<file path="config.mk">
export PLATFORM = sky130hd
export DESIGN_NAME = router_fsm_nch
export DESIGN_NICKNAME = d
export VERILOG_FILES = /design/src/rtl/router_fsm_nch.sv
export SDC_FILE = /design/constraint.sdc
export NUM_CORES = 1
export LEC_CHECK = 0
export ABC_AREA = 0
export CELL_PAD_IN_SITES_DETAIL_PLACEMENT = 1
export CELL_PAD_IN_SITES_GLOBAL_PLACEMENT = 1
export CORE_ASPECT_RATIO = 1.75
export CORE_MARGIN = 2
export CORE_UTILIZATION = 29
export CTS_BUF_LIST = sky130_fd_sc_hd__clkbuf_4
export DETAILED_ROUTE_END_ITERATION = 8
export PLACE_DENSITY_LB_ADDON = 0.1
export SLEW_MARGIN = 0
export SYNTH_ARGS = -nofsm -noshare
export SYNTH_HDL_FRONTEND = slang
export SYNTH_SLANG_ARGS = --single-unit
export TNS_END_PERCENT = 20
</file>
<file path="constraint.sdc">
create_clock -name clock -period 1.8 [get_ports clock]
set_clock_uncertainty 0.05 [all_clocks]
set_input_delay 0.36 -clock clock [delete_from_list [all_inputs] [get_ports clock]]
set_output_delay 0.36 -clock clock [all_outputs]
set_load 0.02 [all_outputs]
</file>
<file path="src/rtl/router_fsm_nch.sv">
// router_fsm_nch: NUM_CH-channel packet-router control FSM; define ROUTER_FSM_WAIT_TIMEOUT_EN to enable the wait-for-empty timeout
module router_fsm_nch #(
  parameter int NUM_CH       = 3,
  parameter int ADDR_W       = 2,
  parameter int WAIT_TIMEOUT = 64
) (
  input  logic              clock,
  input  logic              reset,
  input  logic              pkt_valid,
  input  logic [ADDR_W-1:0] data_in,
  input  logic              parity_done,
  input  logic              low_pkt_valid,
  input  logic              fifo_full,
  input  logic [NUM_CH-1:0] fifo_empty,
  input  logic [NUM_CH-1:0] soft_reset,
  output logic              busy,
  output logic              detect_add,
  output logic              lfd_state,
  output logic              ld_state,
  output logic              laf_state,
  output logic              full_state,
  output logic              write_enb_reg,
  output logic              rst_int_reg,
  output logic              drop_state,
  output logic              pkt_dropped,
  output logic [NUM_CH-1:0] addr_sel
);
  typedef enum logic [3:0] {
    DECODE_ADDRESS, LOAD_FIRST_DATA, WAIT_TILL_EMPTY, LOAD_DATA, LOAD_PARITY,
    FIFO_FULL_STATE, LOAD_AFTER_FULL, CHECK_PARITY_ERROR, DROP_PACKET
  } state_t;
  state_t state, next_state, state_d;
  logic [ADDR_W-1:0] addr_q;
  logic [NUM_CH-1:0] din_sel;
  logic din_ok, din_empty, q_empty, q_srst, timeout;
  if (NUM_CH < 2 || NUM_CH > 16 || (1 << ADDR_W) < NUM_CH || WAIT_TIMEOUT < 1) begin : g_bad_param
    $error("router_fsm_nch: illegal parameter combination");
  end
  // Out-of-range addresses match no channel, so they read as not-empty and never soft-reset.
  always_comb begin
    din_ok = 1'b0;
    din_empty = 1'b0;
    din_sel = '0;
    q_empty = 1'b0;
    q_srst = 1'b0;
    for (int i = 0; i < NUM_CH; i++) begin
      if (data_in == ADDR_W'(i)) begin
        din_ok = 1'b1;
        din_empty = fifo_empty[i];
        din_sel[i] = 1'b1;
      end
      if (addr_q == ADDR_W'(i)) begin
        q_empty = fifo_empty[i];
        q_srst = soft_reset[i];
      end
    end
  end
`ifdef ROUTER_FSM_WAIT_TIMEOUT_EN
  localparam int TW = $clog2(WAIT_TIMEOUT + 1);
  logic [TW-1:0] wait_cnt;
  always_ff @(posedge clock) begin
    if (reset) wait_cnt <= '0;
    else wait_cnt <= (state == WAIT_TILL_EMPTY) ? wait_cnt + 1'b1 : '0;
  end
  assign timeout = wait_cnt == TW'(WAIT_TIMEOUT - 1);
`else
  assign timeout = 1'b0;
`endif
  always_comb begin
    next_state = state;
    case (state)
      DECODE_ADDRESS:     if (pkt_valid) next_state = !din_ok ? DROP_PACKET : din_empty ? LOAD_FIRST_DATA : WAIT_TILL_EMPTY;
      LOAD_FIRST_DATA:    next_state = LOAD_DATA;
      WAIT_TILL_EMPTY:    next_state = q_empty ? LOAD_FIRST_DATA : timeout ? DROP_PACKET : WAIT_TILL_EMPTY;
      LOAD_DATA:          next_state = fifo_full ? FIFO_FULL_STATE : !pkt_valid ? LOAD_PARITY : LOAD_DATA;
      LOAD_PARITY:        next_state = CHECK_PARITY_ERROR;
      FIFO_FULL_STATE:    if (!fifo_full) next_state = LOAD_AFTER_FULL;
      LOAD_AFTER_FULL:    next_state = parity_done ? DECODE_ADDRESS : low_pkt_valid ? LOAD_PARITY : LOAD_DATA;
      CHECK_PARITY_ERROR: next_state = fifo_full ? FIFO_FULL_STATE : DECODE_ADDRESS;
      DROP_PACKET:        if (!pkt_valid) next_state = DECODE_ADDRESS;
      default:            next_state = DECODE_ADDRESS;
    endcase
    state_d = (state != DECODE_ADDRESS && q_srst) ? DECODE_ADDRESS : next_state;
  end
  always_ff @(posedge clock) begin
    if (reset) begin
      state <= DECODE_ADDRESS;
      addr_q <= '0;
      addr_sel <= '0;
      pkt_dropped <= 1'b0;
    end else begin
      state <= state_d;
      pkt_dropped <= state_d == DROP_PACKET && state != DROP_PACKET;
      if (state == DECODE_ADDRESS && pkt_valid) begin
        addr_q <= data_in;
        addr_sel <= din_sel;
      end
    end
  end
  assign detect_add    = state == DECODE_ADDRESS;
  assign lfd_state     = state == LOAD_FIRST_DATA;
  assign ld_state      = state == LOAD_DATA;
  assign laf_state     = state == LOAD_AFTER_FULL;
  assign full_state    = state == FIFO_FULL_STATE;
  assign rst_int_reg   = state == CHECK_PARITY_ERROR;
  assign drop_state    = state == DROP_PACKET;
  assign write_enb_reg = state inside {LOAD_DATA, LOAD_PARITY, LOAD_AFTER_FULL};
  assign busy          = state inside {LOAD_FIRST_DATA, WAIT_TILL_EMPTY, LOAD_PARITY, FIFO_FULL_STATE,
                                       LOAD_AFTER_FULL, CHECK_PARITY_ERROR};
endmodule

</file>
==> results.tsv <==
stage	metric	value	unit
clocking	CTS sink count	10	
placed_design	Placer Congestion	0.7541	
timing	Hold WS	0.4046	ns
power	sequential fraction of design power	30.4	%
global_routing	largest net degree at the start of global routing	11	
floorplanning	Initial Util	30.38	%
global_routing	first-pass GRT wire length	3498	um
placed_design	IO buf count	26	
yosys	warnings from Yosys	0	
routing	vias	812	
yosys	Async S/R FF share, synth	0	%
cells_and_area	commonest non-fill, non-tap cells in the layout	clkdlybuf4s50_1, buf_4, nor2_1, nand2_1, dfxtp_1	
routing	DRC	0	
routing	Via density	5.307	
power	switch share	39.20	%
worst_hold_path	Hold Crit Class	flip-flop to flip-flop	
cells_and_area	leading cell type in the layout, fill and taps excluded	clkdlybuf4s50_1	
floorplanning	site row count	23	
global_routing	initial antenna violation count	0	
floorplanning	Die X	41.13	um
timing	Final Critical Period	1.735	ns
floorplanning	Die Area	2836	sq um
cells_and_area	fin nets	144	
worst_setup_path	element type at the critical path start	flip-flop	
yosys	Synth cell types	37	
worst_setup_path	Largest stage delay, worst path	0.36	ns
cells_and_area	ANT cells	0	
timing	Worst slew margin	84.52	%
routing	drt first pass iters	2	
yosys	total nets after synthesis	101	
clocking	CTS tree	done	
worst_setup_path	CP Max Fanout	7	
timing	RSZ-0062 raised after global routing	no	
timing	worst setup margin	0.06469	ns
power	static leakage	0.0004589	uW
power	Power Total	948.6	uW
timing	final setup fails	0	
power	power density over the cells	877.5	nW/um^2
floorplanning	I/O Pins	27	
clocking	postcts setup bufs	0	
worst_setup_path	critical path type	flip-flop to output pin	
cells_and_area	design area	1081	sq um
timing	fin. max-slew vios	0	
placed_design	cell area after placement	1080	sq um
clocking	CTS buffer count	3	
power	Logic pwr share	53.0	%
yosys	Cells after Synth	87	
clocking	worst skew pair latency	0.27	ns
worst_setup_path	CP cell instances	or2b_1 > nor2_1 > dlygate4sd2_1	
placed_design	dpl ws	-0.1795	ns
routing	number of DRC markers in iteration 0	3	
worst_setup_path	Critical Path End Type	output pin	
global_routing	gr ovfl total	0	
floorplanning	area of the core region	2302	sq um
run_status	outcome	finished clean	
worst_setup_path	WP data required	1.39	ns
yosys	leading area contributor after synthesis	dfxtp_1	
routing	Avg WL per Cell	14.44	um
timing	final hold vios	0	
cells_and_area	layout cells sized above 1	29.69	%
routing	WL final	2210	um
power	Clk pwr share	16.6	%
job	Max-Cap Viols	0	
yosys	Synth top area share	28.62	%
timing	f_max	0.5763	GHz
global_routing	global-route usage over all layers	18.84	%
timing	Worst Max-Slew Pin Slew	0.2301	ns
cells_and_area	Layout Utilization	46.96	%
yosys	Avg Inst Size Synth	8.039	sq um
yosys	part of the Yosys area used for sequential elements	28.62	%
clocking	Reg clk slew, reported paths	0.06	ns
global_routing	vias in the first global route	842	
yosys	Mapped Area	699.4	sq um
power	total internal power	576.8	uW
yosys	main flop type after synthesis	dfxtp_1	
worst_setup_path	Arrival @ worst endpoint	1.33	ns
clocking	H-Tree Depth	1	
power	worst vdd ir	0.4121	mV
worst_setup_path	Worst path slowest cell	dfxtp_2	
cells_and_area	Area Overhead vs Synth	54.56	%
clocking	clk buf depth	2	
floorplanning	die height	68.97	um
yosys	Yosys reg bits	10	
worst_setup_path	R2R Setup Slk	0.13	ns
placed_design	Final HPWL DP	1838	um
power	NetSw	371.8	uW
yosys	Post-synth EDFFs	0	
timing	final worst-path cycle share	96.41	%
clocking	clock root buffer master	clkbuf_4	
yosys	synth top area cells	dfxtp_1, mux2i_1, nor2_1, nand2_1, o2bb2ai_1	
routing	Final ANT Viol Nets	0	
[logic make-up (layout without fill, tap and decap cells)]
group	count (synthesis)	after routing	share of synthesized area, %
compound gates	20	20	20.75
mux	6	6	8.766
buf+inv	9	50	7.691
simple gates	42	42	34.17
flops	10	10	28.62
[power groups by stage]
stage,logic (uW),registers [uW],clock network [uW]
finish,502,289,157
global route,542,293,177
global placement,525,288,0
floorplan,311,277,0
detailed placement,533,288,0
CTS,519,287,164
[routing by layer]
layer	vias up	wire, um	part of all wire, %	global-route usage [%]
li1	394	-	-	-
met3	7	87	3.9	2.885
met4	0	71	3.2	12.90
met2	22	1312	59	36.13
met5	-	0	0	0
met1	389	739	33	15.58
[metrics by stage]
stage | cells | setup TNS [ns]
after detailed placement | 150 | -0.8955
after global placement | 150 | -0.6266
after global routing | 153 | 0
after CTS | 153 | -0.02060
final | 153 | 0
after floorplan | 87 | 0
[registers in the layout, summed over array words and instances, names as in the netlist]
register	cells
addr_sel	3
pkt_dropped	1
state	4
addr_q	2
[path summary, 6_finish.rpt]
kind                                   from           to  depth (start not counted)
worst max-delay path               state[1]   full_state                          3
worst min-delay path            addr_sel[2]  addr_sel[2]                          2
worst max register to register     state[1]  addr_sel[0]                          6
worst min register to register  addr_sel[2]  addr_sel[2]                          2
[what timing repair did]
action                                  in CTS  in global routing
hold buffers                                 0                  0
cloned                                       0                  0
endpoints found under the setup margin       9                  7
resized for setup                           25                 10
[synth_stat cells (2+ instances only)]
cell type / instances
o21ai_0: 2
dfxtp_1: 10
nor2_1: 12
nor2b_1: 3
or3_1: 2
inv_1: 4
a21oi_1: 4
nand2b_1: 2
nand2_1: 9
nand3_1: 3
o2bb2ai_1: 3
buf_6: 2
mux2i_1: 5
a31oi_1: 3
[critical path, delay by kind of cell (launching register included)]
family                 cells  cell delay, ns
DFF                        1            0.36
and+or+nand+nor            2            0.35
buffers and inverters      1            0.33
[area by class of cell]
cell class / instances / area [sq um]
clock buffer: 3 / 22.52
fill: 308 / 1221
inverter: 4 / 15.01
multi-input combinational: 68 / 447.9
sequential: 10 / 203.9
tap: 25 / 31.28
timing repair buffer: 43 / 360.3
No activity file was read; power rests on OpenSTA's default activity.
